**config.mk**
```make
export PLATFORM = sky130hd
export DESIGN_NAME = alu_arbiter_flat
export DESIGN_NICKNAME = d
export VERILOG_FILES = /design/src/rtl/alu_arbiter_pkg.sv /design/src/rtl/alu_arbiter_if.sv /design/src/rtl/alu_arb_pick.sv /design/src/rtl/alu_arbiter.sv /design/src/flat_wrapper.sv
export SDC_FILE = /design/constraint.sdc
export NUM_CORES = 1
export LEC_CHECK = 0
export CORE_ASPECT_RATIO = 0.75
export CORE_MARGIN = 2
export CORE_UTILIZATION = 39
export DETAILED_ROUTE_END_ITERATION = 10
export GPL_TIMING_DRIVEN = 0
export PLACE_DENSITY = 0.9
export SLEW_MARGIN = 15
export SYNTH_ARGS = -nofsm -noshare
export SYNTH_HDL_FRONTEND = slang
export SYNTH_HIERARCHICAL = 1
export SYNTH_SLANG_ARGS = --single-unit
```
**constraint.sdc**
```tcl
create_clock -name clk -period 7.2 [get_ports clk]
set_input_delay 2.16 -clock clk [delete_from_list [all_inputs] [get_ports clk]]
set_output_delay 2.16 -clock clk [all_outputs]
set_load 0.005 [all_outputs]
```
**src/rtl/alu_arbiter_pkg.sv**
```systemverilog
// Shared definitions for the two-requester ALU arbiter.
//   state_t  : arbiter FSM state encoding (IDLE / EXEC / RESP)
//   req_id_t : requester identifier
//   OP_*     : ALU opcode constants, OP_NOP means "no ALU operation"
package alu_arbiter_pkg;

  typedef enum logic [1:0] {
    IDLE = 2'd0,
    EXEC = 2'd1,
    RESP = 2'd2
  } state_t;

  typedef enum logic {
    REQ0 = 1'b0,
    REQ1 = 1'b1
  } req_id_t;

  localparam logic [2:0] OP_NOP = 3'b000;
  localparam logic [2:0] OP_ADD = 3'b001;
  localparam logic [2:0] OP_SUB = 3'b010;
  localparam logic [2:0] OP_SLT = 3'b011;
  localparam logic [2:0] OP_AND = 3'b100;
  localparam logic [2:0] OP_OR  = 3'b101;
  localparam logic [2:0] OP_XOR = 3'b110;
  localparam logic [2:0] OP_NOR = 3'b111;

  // ALUControl value driven out of reset
  localparam logic [2:0] ALUCTL_RESET = OP_ADD;

endpackage

```
**src/rtl/alu_arbiter_if.sv**
```systemverilog
// Bus bundle between two requesters, the arbiter and the external shared ALU.
//   Req{0,1}{Valid,Ready,A,B,Op} : request channel per requester
//   Resp{0,1}{Valid,Ready,Data}  : response channel per requester
//   DR1, DR2, ALUControl         : operands/opcode driven to the ALU
//   ALUOutput                    : combinational ALU result
//   Busy, Grant{0,1}Count        : status
// Modports: slave = arbiter side, master = requester/ALU side.
interface alu_arbiter_if #(
  parameter int CNT_W = 16
);
  logic             Req0Valid, Req1Valid;
  logic             Req0Ready, Req1Ready;
  logic [31:0]      Req0A, Req1A, Req0B, Req1B;
  logic [2:0]       Req0Op, Req1Op;
  logic             Resp0Valid, Resp1Valid;
  logic             Resp0Ready, Resp1Ready;
  logic [31:0]      Resp0Data, Resp1Data;
  logic [31:0]      DR1, DR2;
  logic [2:0]       ALUControl;
  logic [31:0]      ALUOutput;
  logic             Busy;
  logic [CNT_W-1:0] Grant0Count, Grant1Count;

  modport slave (
    input  Req0Valid, Req1Valid, Req0A, Req1A, Req0B, Req1B, Req0Op, Req1Op,
    input  Resp0Ready, Resp1Ready, ALUOutput,
    output Req0Ready, Req1Ready, Resp0Valid, Resp1Valid, Resp0Data, Resp1Data,
    output DR1, DR2, ALUControl, Busy, Grant0Count, Grant1Count
  );

  modport master (
    output Req0Valid, Req1Valid, Req0A, Req1A, Req0B, Req1B, Req0Op, Req1Op,
    output Resp0Ready, Resp1Ready, ALUOutput,
    input  Req0Ready, Req1Ready, Resp0Valid, Resp1Valid, Resp0Data, Resp1Data,
    input  DR1, DR2, ALUControl, Busy, Grant0Count, Grant1Count
  );
endinterface

```
**src/rtl/alu_arb_pick.sv**
```systemverilog
// Combinational winner selection between two requesters.
//   v0, v1     : requester valid
//   last       : requester granted last (round-robin build only)
//   gnt0, gnt1 : one-hot winner, both low when nothing is valid
// Macro ALU_ARB_ROUND_ROBIN_EN: ties go to the requester not granted last;
// otherwise requester 0 always wins ties.
module alu_arb_pick
  import alu_arbiter_pkg::*;
(
  input  logic    v0,
  input  logic    v1,
`ifdef ALU_ARB_ROUND_ROBIN_EN
  input  req_id_t last,
`endif
  output logic    gnt0,
  output logic    gnt1
);

  always_comb begin
    gnt0 = 1'b0;
    gnt1 = 1'b0;
    if (v0 && v1) begin
`ifdef ALU_ARB_ROUND_ROBIN_EN
      if (last == REQ0) gnt1 = 1'b1;
      else              gnt0 = 1'b1;
`else
      gnt0 = 1'b1;
`endif
    end else begin
      gnt0 = v0;
      gnt1 = v1;
    end
  end

endmodule

```
**src/rtl/alu_arbiter.sv**
```systemverilog
// Two-requester arbiter in front of a shared, externally instantiated ALU.
// One operation at a time: IDLE (arbitrate/accept) -> EXEC (drive ALU,
// capture result) -> RESP (return result to owner until handshake).
// Ports:
//   clk   : clock, all state on rising edge
//   reset : asynchronous active-high reset
//   bus   : alu_arbiter_if.slave (request/response channels, ALU drive, status)
// Parameter CNT_W: width of the saturating per-requester grant counters.
// Macro ALU_ARB_ROUND_ROBIN_EN: enables round-robin tie breaking with a
// last-grant register; without it requester 0 has fixed priority.
module alu_arbiter
  import alu_arbiter_pkg::*;
#(
  parameter int CNT_W = 16
) (
  input logic          clk,
  input logic          reset,
  alu_arbiter_if.slave bus
);

  state_t           state_q, state_d;
  req_id_t          owner_q;
  req_id_t          win;
  logic [2:0]       op_q;
  logic [31:0]      dr1_q, dr2_q, result_q;
  logic [2:0]       aluctl_q;
  logic [CNT_W-1:0] cnt0_q, cnt1_q;
  logic             gnt0, gnt1;
  logic             rdy0, rdy1, rv0, rv1;
  logic             accept;
  logic [31:0]      win_a, win_b;
  logic [2:0]       win_op;

`ifdef ALU_ARB_ROUND_ROBIN_EN
  req_id_t last_q;

  always_ff @(posedge clk or posedge reset) begin
    if (reset)       last_q <= REQ1;
    else if (accept) last_q <= win;
  end
`endif

  alu_arb_pick u_pick (
    .v0   (bus.Req0Valid),
    .v1   (bus.Req1Valid),
`ifdef ALU_ARB_ROUND_ROBIN_EN
    .last (last_q),
`endif
    .gnt0 (gnt0),
    .gnt1 (gnt1)
  );

  // Winner's request fields; only meaningful while accepting
  always_comb begin
    win    = gnt1 ? REQ1 : REQ0;
    win_a  = gnt1 ? bus.Req1A  : bus.Req0A;
    win_b  = gnt1 ? bus.Req1B  : bus.Req0B;
    win_op = gnt1 ? bus.Req1Op : bus.Req0Op;
  end

  always_ff @(posedge clk or posedge reset) begin
    if (reset) state_q <= IDLE;
    else       state_q <= state_d;
  end

  always_comb begin
    state_d = state_q;
    rdy0    = 1'b0;
    rdy1    = 1'b0;
    rv0     = 1'b0;
    rv1     = 1'b0;
    unique case (state_q)
      IDLE: begin
        rdy0 = gnt0;
        rdy1 = gnt1;
        if (gnt0 || gnt1) state_d = EXEC;
      end
      EXEC: state_d = RESP;
      RESP: begin
        rv0 = (owner_q == REQ0);
        rv1 = (owner_q == REQ1);
        if ((rv0 && bus.Resp0Ready) || (rv1 && bus.Resp1Ready)) state_d = IDLE;
      end
      default: state_d = IDLE;
    endcase
  end

  // Grants are only issued to valid requesters, so Ready alone marks an accept
  assign accept = rdy0 | rdy1;

  // DR1/DR2 double as the operand latches: loaded at accept, they present the
  // operands throughout EXEC and simply hold afterwards.
  always_ff @(posedge clk or posedge reset) begin
    if (reset) begin
      owner_q  <= REQ0;
      op_q     <= OP_NOP;
      dr1_q    <= '0;
      dr2_q    <= '0;
      aluctl_q <= ALUCTL_RESET;
      result_q <= '0;
      cnt0_q   <= '0;
      cnt1_q   <= '0;
    end else begin
      if (accept) begin
        owner_q <= win;
        op_q    <= win_op;
        dr1_q   <= win_a;
        dr2_q   <= win_b;
        // NOP leaves the ALU opcode untouched
        if (win_op != OP_NOP) aluctl_q <= win_op;
      end
      if (state_q == EXEC) result_q <= (op_q == OP_NOP) ? '0 : bus.ALUOutput;
      if (rdy0 && (cnt0_q != '1)) cnt0_q <= cnt0_q + 1'b1;
      if (rdy1 && (cnt1_q != '1)) cnt1_q <= cnt1_q + 1'b1;
    end
  end

  assign bus.Req0Ready   = rdy0;
  assign bus.Req1Ready   = rdy1;
  assign bus.Resp0Valid  = rv0;
  assign bus.Resp1Valid  = rv1;
  assign bus.Resp0Data   = result_q;
  assign bus.Resp1Data   = result_q;
  assign bus.DR1         = dr1_q;
  assign bus.DR2         = dr2_q;
  assign bus.ALUControl  = aluctl_q;
  assign bus.Busy        = (state_q != IDLE);
  assign bus.Grant0Count = cnt0_q;
  assign bus.Grant1Count = cnt1_q;

endmodule

```
**src/flat_wrapper.sv**
```systemverilog
// flat-port wrapper written by rule: the top's interface ports become plain ports
module alu_arbiter_flat import alu_arbiter_pkg::*;
#(
  parameter int CNT_W = 16
)
  (clk, reset, bus_Req0Valid, bus_Req1Valid, bus_Req0A, bus_Req1A, bus_Req0B, bus_Req1B, bus_Req0Op, bus_Req1Op, bus_Resp0Ready, bus_Resp1Ready, bus_ALUOutput, bus_Req0Ready, bus_Req1Ready, bus_Resp0Valid, bus_Resp1Valid, bus_Resp0Data, bus_Resp1Data, bus_DR1, bus_DR2, bus_ALUControl, bus_Busy, bus_Grant0Count, bus_Grant1Count);
  alu_arbiter_if #(.CNT_W(CNT_W)) bus_i ();
  input logic clk;
  input logic reset;
  input wire logic [$bits(bus_i.Req0Valid)-1:0] bus_Req0Valid;
  input wire logic [$bits(bus_i.Req1Valid)-1:0] bus_Req1Valid;
  input wire logic [$bits(bus_i.Req0A)-1:0] bus_Req0A;
  input wire logic [$bits(bus_i.Req1A)-1:0] bus_Req1A;
  input wire logic [$bits(bus_i.Req0B)-1:0] bus_Req0B;
  input wire logic [$bits(bus_i.Req1B)-1:0] bus_Req1B;
  input wire logic [$bits(bus_i.Req0Op)-1:0] bus_Req0Op;
  input wire logic [$bits(bus_i.Req1Op)-1:0] bus_Req1Op;
  input wire logic [$bits(bus_i.Resp0Ready)-1:0] bus_Resp0Ready;
  input wire logic [$bits(bus_i.Resp1Ready)-1:0] bus_Resp1Ready;
  input wire logic [$bits(bus_i.ALUOutput)-1:0] bus_ALUOutput;
  output wire logic [$bits(bus_i.Req0Ready)-1:0] bus_Req0Ready;
  output wire logic [$bits(bus_i.Req1Ready)-1:0] bus_Req1Ready;
  output wire logic [$bits(bus_i.Resp0Valid)-1:0] bus_Resp0Valid;
  output wire logic [$bits(bus_i.Resp1Valid)-1:0] bus_Resp1Valid;
  output wire logic [$bits(bus_i.Resp0Data)-1:0] bus_Resp0Data;
  output wire logic [$bits(bus_i.Resp1Data)-1:0] bus_Resp1Data;
  output wire logic [$bits(bus_i.DR1)-1:0] bus_DR1;
  output wire logic [$bits(bus_i.DR2)-1:0] bus_DR2;
  output wire logic [$bits(bus_i.ALUControl)-1:0] bus_ALUControl;
  output wire logic [$bits(bus_i.Busy)-1:0] bus_Busy;
  output wire logic [$bits(bus_i.Grant0Count)-1:0] bus_Grant0Count;
  output wire logic [$bits(bus_i.Grant1Count)-1:0] bus_Grant1Count;
  assign bus_i.Req0Valid = bus_Req0Valid;
  assign bus_i.Req1Valid = bus_Req1Valid;
  assign bus_i.Req0A = bus_Req0A;
  assign bus_i.Req1A = bus_Req1A;
  assign bus_i.Req0B = bus_Req0B;
  assign bus_i.Req1B = bus_Req1B;
  assign bus_i.Req0Op = bus_Req0Op;
  assign bus_i.Req1Op = bus_Req1Op;
  assign bus_i.Resp0Ready = bus_Resp0Ready;
  assign bus_i.Resp1Ready = bus_Resp1Ready;
  assign bus_i.ALUOutput = bus_ALUOutput;
  assign bus_Req0Ready = bus_i.Req0Ready;
  assign bus_Req1Ready = bus_i.Req1Ready;
  assign bus_Resp0Valid = bus_i.Resp0Valid;
  assign bus_Resp1Valid = bus_i.Resp1Valid;
  assign bus_Resp0Data = bus_i.Resp0Data;
  assign bus_Resp1Data = bus_i.Resp1Data;
  assign bus_DR1 = bus_i.DR1;
  assign bus_DR2 = bus_i.DR2;
  assign bus_ALUControl = bus_i.ALUControl;
  assign bus_Busy = bus_i.Busy;
  assign bus_Grant0Count = bus_i.Grant0Count;
  assign bus_Grant1Count = bus_i.Grant1Count;
  alu_arbiter #(.CNT_W(CNT_W)) u_core (.clk(clk), .reset(reset), .bus(bus_i));
endmodule
```
Word-level counts from Yosys, hierarchy flattened
Index checks and enable logic that the tools add are counted.

storage, ports and cells
  bits in registers = 137

cells by class
  add/subtract/negate cells = 2
  equality and inequality tests = 6
  mux-type cells = 14
  bitwise logic cells = 2
  reductions and logical operators = 13

operators by type and width
  operator                                                                  number
  32-bit two-way mux                                                        3
  16-bit by 1-bit adder with 16-bit output (second input constant)          2
  16-bit inequality test (second input constant)                            2
  1-bit two-way mux                                                         7
  2-bit one-hot mux with 3 select lines                                     1
  1-bit logical AND                                                         5
  2-bit two-way mux                                                         2
  2-bit by 1-bit inequality test with 1-bit output (second input constant)  2
  2-bit AND reduction                                                       2
  3-bit zero test                                                           1
  3-bit two-way mux                                                         1
  3-bit nonzero test                                                        1
  2-bit by 1-bit equality test with 1-bit output (second input constant)    1
  2-bit equality test (second input constant)                               1
  2-bit zero test                                                           1
  1-bit logical OR                                                          2
  2-bit nonzero test                                                        1
  1-bit NOT                                                                 1
  1-bit bitwise OR                                                          1

Longest topological paths before layout
  depth in word-level cells = 5
  mapped depth = 7

Modules after synthesis
The synthesis kept the hierarchy.

by module, submodules not included
  module        instances  cells each  area an instance (um^2)  seq. area each (um^2)
  alu_arbiter   1          570         6217.2                   3429.5
  alu_arb_pick  1          2           10.0                     0.0

Worst setup path after synthesis
OpenSTA, ideal clock, no wires.

  kind = input port to output port
  start = in bus_Req1Valid
  end = out bus_Req1Ready
  data arrival time = 2.939 ns
  slack = 2.101 ns
  stages on the path = 4
  buffers on the path = 1
  cell sequence = nor2b_1 buf_2 or3b_1 inv_1

on the way
  cells in the longest elaborated chain, start to end = 3

RTL lines
  element                RTL line            RTL
  start: declaration     flat_wrapper.sv:11  input wire logic [$bits(bus_i.Req1Valid)-1:0] bus_Req1Valid;
  1-bit logical AND      alu_arb_pick.sv:22  if (v0 && v1) begin
  1-bit two-way mux (*)  alu_arb_pick.sv:22
  1-bit two-way mux (*)  alu_arbiter.sv:72   unique case (state_q)
  end: declaration       flat_wrapper.sv:22  output wire logic [$bits(bus_i.Req1Ready)-1:0] bus_Req1Ready;

Every way passes the cells marked *; elsewhere a longest branch is shown, timed or not.

Final worst setup path
  start = in bus_Req0Valid
  end = out bus_Req1Ready

on the way
  cells in the longest elaborated chain, start to end = 3

RTL lines
  element             RTL line            RTL
  start: declaration  flat_wrapper.sv:10  input wire logic [$bits(bus_i.Req0Valid)-1:0] bus_Req0Valid;
  1-bit logical AND   alu_arb_pick.sv:22
  1-bit two-way mux   alu_arb_pick.sv:22
  via u_core.gnt1     alu_arbiter.sv:28   logic gnt0, gnt1;
  1-bit two-way mux   alu_arbiter.sv:72

The timed path passes the listed nets, and every way through them passes these cells.

==> flow_summary.rst <==
.. list-table::
   :header-rows: 1

   * - Metric
     - Value
   * - Share of the synthesized area in the top cell type
     - 54.7%
   * - Clock-pin transition on the worst setup and hold timing paths
     - 0.06 ns
   * - Grt ovf
     - 0
   * - Maximum level of the CTS H-tree
     - 4
   * - Worst-Skew Late Latency
     - 0.42 ns
   * - Number of violations of the max-capacitance limit
     - 0
   * - Overall die height
     - 113 um
   * - Largest net degree at the start of global routing
     - 107
   * - Critical Path RT
     - 5.04 ns
   * - Transition at the pin with the smallest max-transition slack
     - 0.796 ns
   * - Type of the worst setup path
     - primary input to output pin
   * - Netlist Area Pre-Place
     - 6230 um^2
   * - Nets
     - 1105
   * - Final setup skew
     - 0.0133 ns
   * - Register-to-register path setup slack
     - 5.04 ns
   * - Setup WS pre-CTS
     - 0.876 ns
   * - Half-perimeter wire length of the detailed placement result
     - 15.7 mm
   * - List of most frequent post-synthesis cells
     - 136 x dfrtp_1, 84 x nand2_1, 68 x o21ai_0
   * - Startpoint of the worst-slack reg-to-reg timing path
     - u_core/state_q[1]
   * - Die width
     - 150 um
   * - Via count of the first global-routing pass
     - 5963
   * - Area contributors post-synth
     - dfrtp_1 55%, mux2i_1 10%, o21ai_0 5.5%
   * - Series of cell instances along the critical path
     - clkdlybuf4s50_1 -> nor2b_1 -> buf_2 -> or3b_1 -> inv_1 -> clkdlybuf4s50_1
   * - Worst relative slew slack
     - 46.4%
   * - Launching element type of the critical path
     - primary input
   * - Finished Layout Cells
     - 1149
   * - Crit path arrival time
     - 4.19 ns
   * - FF+latch count, synth
     - 137
   * - WL final
     - 20.6 mm
   * - Iter 0 DRT Violations
     - 295
   * - P per Cell Area
     - 365 nW/um^2
   * - Instance count after placement with tap cells included
     - 1117
   * - Fin Hold WS
     - 0.477 ns
   * - Area fraction in and, or, nand and nor cells after synthesis
     - 11.4%
   * - Post-cts repair resize count
     - 0
   * - Total nets after synthesis
     - 746
   * - Starting density of the core
     - 40.4%
   * - Sequential-to-total area share from yosys stat
     - 55.1%
   * - Maximum achievable frequency
     - 157 MHz
   * - Status
     - completed
   * - Maximum single-stage delay on the critical path
     - 0.53 ns
   * - DRC violations left
     - 0
   * - Number of CTS-inserted buffers
     - 17
   * - Average routed wire per standard cell
     - 17.9 um
   * - Worst flop-to-flop path endpoint
     - u_core/bus.DR2[16]
   * - Area added between synthesis and finish
     - 68.9%
   * - Via count of the routed design
     - 5813
   * - Crit-path max FO
     - 7
   * - Number of flops mapped to enable cells by yosys
     - 0
   * - Fraction of synthesized cell area in xor and xnor cells
     - 2.95%
   * - Mux share of post-synthesis cell area
     - 12.0%
   * - Number of hold violations in the final report
     - 0
   * - Startpoint of the most critical hold path
     - u_core/bus.DR1[10]
   * - Worst hold path stage count
     - 2
   * - Number of warning messages in the yosys log
     - 6
   * - Classification of the worst-slack hold path
     - register to register
   * - Master of the slowest instance on the critical path
     - clkdlybuf4s50_1
   * - Number of primary I/O pins
     - 340
   * - Post-Synthesis Cells
     - 572
   * - First-pass iteration count of the detailed router
     - 5
   * - GRT Overall Usage
     - 24.2%
   * - Hold Path End
     - u_core/bus.DR1[10]
   * - ANT nets after route
     - 0
   * - Number of pins exceeding their max-slew limit in the final report
     - 0
   * - Fraction of final layout cells with drive strength greater than 1
     - 9.22%
   * - Number of port buffers
     - 339
   * - Most area-hungry cell type in the Yosys netlist
     - dfrtp_1
   * - Post-synth top flop
     - dfrtp_1
   * - Post-Synth Adder-Cell Area
     - 0.402%
   * - Final setup vio count
     - 0
   * - Cell variety after synth
     - 40
   * - Critical Path End Type
     - output pin
   * - PnR worst setup slack
     - 0.846 ns
   * - Post-layout minimum cycle time
     - 6.35 ns
   * - Area of the core region
     - 15400 um^2
   * - Core Util, Final
     - 68.2%
   * - Length in cells of the worst reg-to-reg path
     - 6
   * - Avg Cell Area, Syn
     - 10.9 um^2
   * - Avg Vias per Cell
     - 5.06
   * - Most frequent CP cell
     - clkdlybuf4s50_1
   * - Period utilization
     - 88.3%
   * - Final total negative setup slack
     - 0 ns
   * - First-pass GRT wire length
     - 31.9 mm
   * - Clock sink total
     - 137
   * - Most common cell in the netlist
     - dfrtp_1
   * - Root Buffer Master
     - clkbuf_16
   * - Die Area
     - 17000 um^2
   * - Proportion of synthesized flip-flops having asynchronous set or reset
     - 100%
   * - Hold buffer count at CTS
     - 0
   * - Site row count
     - 39
   * - Antenna violations before repair
     - 0
   * - GP Congestion
     - 0.860
   * - Diode insertion count for antenna repair
     - 0
   * - Leakage power
     - 0.00448 uW
   * - Maximum number of buffers from clock root to sink
     - 2
   * - RSZ-0062 raised after global routing
     - no
   * - Worst VDD drop
     - 0.000195 V
   * - Fraction of the mapped netlist area in compound gates
     - 11.7%
   * - Clock tree from TritonCTS
     - built
   * - Number of setup buffers added after CTS
     - 0
   * - Dominant combinational cell family by area after synthesis
     - multiplexers
[layer usage]
metal / track usage (%) / share of wire (%) / wire length (um) / up-vias
met5: 0 / 0 / 0 / -
met3: 8.48 / 9.1 / 1870 / 41
met1: 28.7 / 39 / 8000 / 2796
met4: 7.04 / 2.2 / 443 / 0
met2: 41.8 / 50 / 10300 / 272
li1: - / - / - / 2704
[cells in the final DEF, fill, tap and decap left out, types with 2 or more instances in the layout]
| cell type | n |
|---|---|
| a21oi_1 | 6 |
| a22o_1 | 32 |
| a32o_1 | 3 |
| and3_1 | 4 |
| and4_1 | 3 |
| buf_2 | 8 |
| buf_4 | 32 |
| bufinv_16 | 3 |
| clkbuf_1 | 25 |
| clkbuf_16 | 17 |
| clkdlybuf4s50_1 | 339 |
| clkinv_2 | 4 |
| clkinv_4 | 2 |
| clkinvlp_4 | 2 |
| dfrtp_1 | 136 |
| ha_1 | 2 |
| inv_1 | 7 |
| inv_6 | 3 |
| mux2_2 | 8 |
| mux2i_1 | 64 |
| nand2_1 | 84 |
| nand2b_1 | 3 |
| nand3_1 | 14 |
| nand4_1 | 10 |
| nand4b_1 | 3 |
| nor2_1 | 12 |
| nor3_1 | 6 |
| nor3b_1 | 2 |
| nor4_1 | 2 |
| o2111ai_1 | 2 |
| o21ai_0 | 68 |
| xnor2_1 | 13 |
| xor2_1 | 8 |
[how the worst max path moves through the flow]
stage	end	slack (ns)	cells past startpoint	startpoint
5_1_grt	bus_Req1Ready	0.75	6	bus_Req0Valid
3_5_place_dp	bus_Req1Ready	0.88	6	bus_Req0Valid
2_1_floorplan	u_core/bus.ALUControl[1]	1.37	1	reset
4_1_cts	bus_Req1Ready	0.85	6	bus_Req0Valid
3_3_place_gp	u_core/bus.Grant1Count[9]	-0.54	2	reset
6_report	bus_Req1Ready	0.85	6	bus_Req0Valid
[flip-flops by register name, summed over array words and instances, names as in the netlist]
signal and count:
u_core/state_q 2, u_core/owner_q 1, u_core/bus.DR2 32, u_core/bus.Resp0Data 32, u_core/bus.ALUControl 3, u_core/op_q 3
u_core/bus.DR1 32, u_core/bus.Grant0Count 16, u_core/bus.Grant1Count 16
[critical path, delay by kind of cell]
family                 cells  cell delay, ns
AND/OR/NAND/NOR            2            0.64
buffers and inverters      4            1.39
[cell families (layout without fill, tap and decap cells)]
logic type,Yosys count,in the layout
compound gates,115,115
flops,137,137
mux,73,73
fa+ha+maj,2,2
xor+xnor,21,21
buf+inv,73,445
simple gates,151,151
[area by class of cell]
class                           instances  area (um^2)
Timing Repair Buffer                  340         3420
Buffer                                 65          374
Multi-Input combinational cell        362         2390
Inverter                                8         37.5
Fill cell                            1156         4900
Sequential cell                       137         3430
Clock inverter                         14          169
Clock buffer                           18          439
Tap cell                              205          256
[power breakdown]
group	total, uW	switching, uW	leakage (uW)	internal [uW]
Combinational	1630	625	0.00245	1000
Sequential	1310	234	0.00173	1080
Clock	900	344	0.000297	555
Total	3840	1200	0.00448	2640
[metrics by stage]
step	instance area (um^2)	total power (uW)
6_report	10500	3840
5_1_grt	10500	4070
4_1_cts	10500	3870
3_5_place_dp	9910	2940
3_3_place_gp	9880	2890
2_1_floorplan	6230	1880
Power figures use the tool's default switching activity.
==> patch, RTL diff (same settings) <==
Encoding of `state_t`: now one-hot (3 bits for 3 states).
--- a/src/rtl/alu_arbiter_pkg.sv
+++ b/src/rtl/alu_arbiter_pkg.sv
@@ -6,6 +6,6 @@
 
-  typedef enum logic [1:0] {
-    IDLE = 2'd0,
-    EXEC = 2'd1,
-    RESP = 2'd2
+  typedef enum logic [2:0] {
+    IDLE = 3'b001,
+    EXEC = 3'b010,
+    RESP = 3'b100
   } state_t;
Formal check against the unedited RTL: no difference found for any inputs over 10 cycles, from zero or initial values and one cycle with reset high; not proved beyond that.
==> patch against the unedited design <==
  * Cell area rose by 1.3%
  * Die area grew 1.9%
  * Wire length down 0.59%
  * Largest power group unchanged
  * Global-route usage shrank 0.53 points
  * Sequential share of layout area down 0.16 points
  * Sequential cell count up 1
  * Area after synthesis increased by 1.9%
  * Core utilization fell by 1.5 points
  * Total power barely moved
  * Setup slack gained 0.53 ns
==> patch: results (changes against the unedited design) <==
- Outcome: finished clean
- Worst-path clk slew: 0.05 ns
- Root Driver: clkbuf_16
- Seq/Total Area, Yosys: 0.544 (-0.00639)
- RePlAce Congestion: 0.828 (-3.7%)
- Post-CTS Setup Inserts: 0 (unchanged)
- CTS max path bufs: 2 (unchanged)
- Diodes inserted: 0 (unchanged)
- Async set-reset flop share out of synthesis: 1.00 (unchanged)
- Most frequent cells after synthesis: dfrtp_1, nand2_1, mux2i_1
- Avg Cell Area, Syn: 11.1 sq um (+2.1%)
- Initial antenna violation count: 0 (unchanged)
- Number of distinct library cells after synthesis: 46 (+15%)
- Placed cell count: 1,121 (+0.36%)
- Post-synthesis adder-cell area fraction: 0.00394 (-0.0000768)
- Share of layout cells above drive strength 1: 0.105 (+0.0128)
- Largest net degree at the start of global routing: 80 (-25%)
- Pre-Repair DR Iteration Count: 4 (-1)
- Tightest Hold Check Type: reg -> reg
- Latest clock arrival within the worst-skew pair: 0.41 ns
- Worst-path maximum fanout: 6 (-1)
- CTS resizes: 0 (unchanged)
- Vias in the first global route: 6,004 (+0.69%)
- DP Area: 10,000 sq um (+1.3%)
- Comb pwr: 1630 uW (about the same)
- Main synth FF type: dfrtp_1
- H-tree depth: 4 (unchanged)
- Slew Limit Headroom: 0.597 (+0.133)
- Top cells by area, synth: dfrtp_1, mux2i_1, nand2_1, o21ai_0, a22o_1
- Delay-heaviest family, CP: buffers and inverters
- Drt initial violations: 278 (-5.8%)
- Port Buffer Count: 339 (unchanged)
- Routed via count: 5,841 (+0.48%)
- Multiplexer share of the synthesized area: 0.113 (-0.00663)
- Hpwl dp: 15.7 mm (+0.48%)
- Sw Share: 0.310 (-0.00338)
- GRT Total Usage: 0.237 (-0.00535)
- WP data arrival: 3.67 ns (-0.52 ns)
- Yosys warns: 6 (unchanged)
- Leak Pwr: 0.00469 uW (+4.7%)
- Final std cells w/o fill: 1,153 (+0.35%)
- CP max stage cell: clkdlybuf4s50_1
- Syn_nets: 745 (-0.13%)
- Post-Synth XOR/XNOR Area: 0.0400 (+0.0105)
- Sequential Power Share: 0.340 (-0.002)
- Compound-Gate Fraction of Synth Area: 0.106 (-0.0109)
- Cts bufs inserted: 17 (unchanged)
- First-pass GRT wire length: 31.5 mm (-1.4%)
- Post-DR wirelength/cell: 17.7 um (-0.94%)
- Crit-path max cell delay: 0.51 ns (-0.02 ns)
- VDD IR-drop max: 0.205 mV (+4.7%)
- Final Skew: 0.00813 ns (-0.00513 ns)
-- patch: cells by family (layout without fill, tap and decap cells) --
kind of cell | after synthesis | in the layout
and+or+nand+nor | 156 | 156
buffers and inverters | 71 | 443
muxes | 71 | 71
adders and majority gates | 2 | 2
AOI/OAI and AO/OA | 104 | 104
xor gates and xnor gates | 29 | 29
DFF | 138 | 138
-- patch: stage by stage --
| step | power [uW] | setup slack (ns) |
|---|---|---|
| floorplan | 1910 | 1.35 |
| CTS | 3870 | 1.36 |
| detailed placement | 2950 | 1.36 |
| finish | 3840 | 1.37 |
| global placement | 2890 | -0.545 |
| global route | 4080 | 1.26 |
-- patch: final timing paths --
| kind | slack, ns | from | cells after the start | to |
|---|---|---|---|---|
| min in group asynchronous | 2.18 | reset | 2 | u_core/bus.DR1[24] |
| setup / recovery | 1.37 | bus_Req1Valid | 6 | bus_Req1Ready |
| hold / removal | 0.48 | u_core/bus.DR2[1] | 2 | u_core/bus.DR2[1] |
| setup reg to reg | 5.08 | u_core/state_q[0] | 6 | u_core/bus.DR1[13] |
| hold reg to reg | 0.48 | u_core/bus.DR2[1] | 2 | u_core/bus.DR2[1] |
| max in group asynchronous | 4.29 | reset | 3 | u_core/bus.Grant0Count[3] |
-- patch: final cells by class --
cell class	count	area, sq um
timing repair buffer	340	3420
multi-input combinational	362	2490
clock inverter	10	140
tap	210	263
clock buffer	22	474
buffer	65	383
inverter	6	30.0
sequential	138	3460
fill	1210	5310
-- patch: per-layer routing --
layer | vias up | share of wire | global-route usage
met4 | 0 | 0.024 | 0.0785
met5 | - | 0 | 0
met1 | 2854 | 0.39 | 0.276
met2 | 253 | 0.50 | 0.413
li1 | 2701 | - | -
met3 | 33 | 0.084 | 0.0753
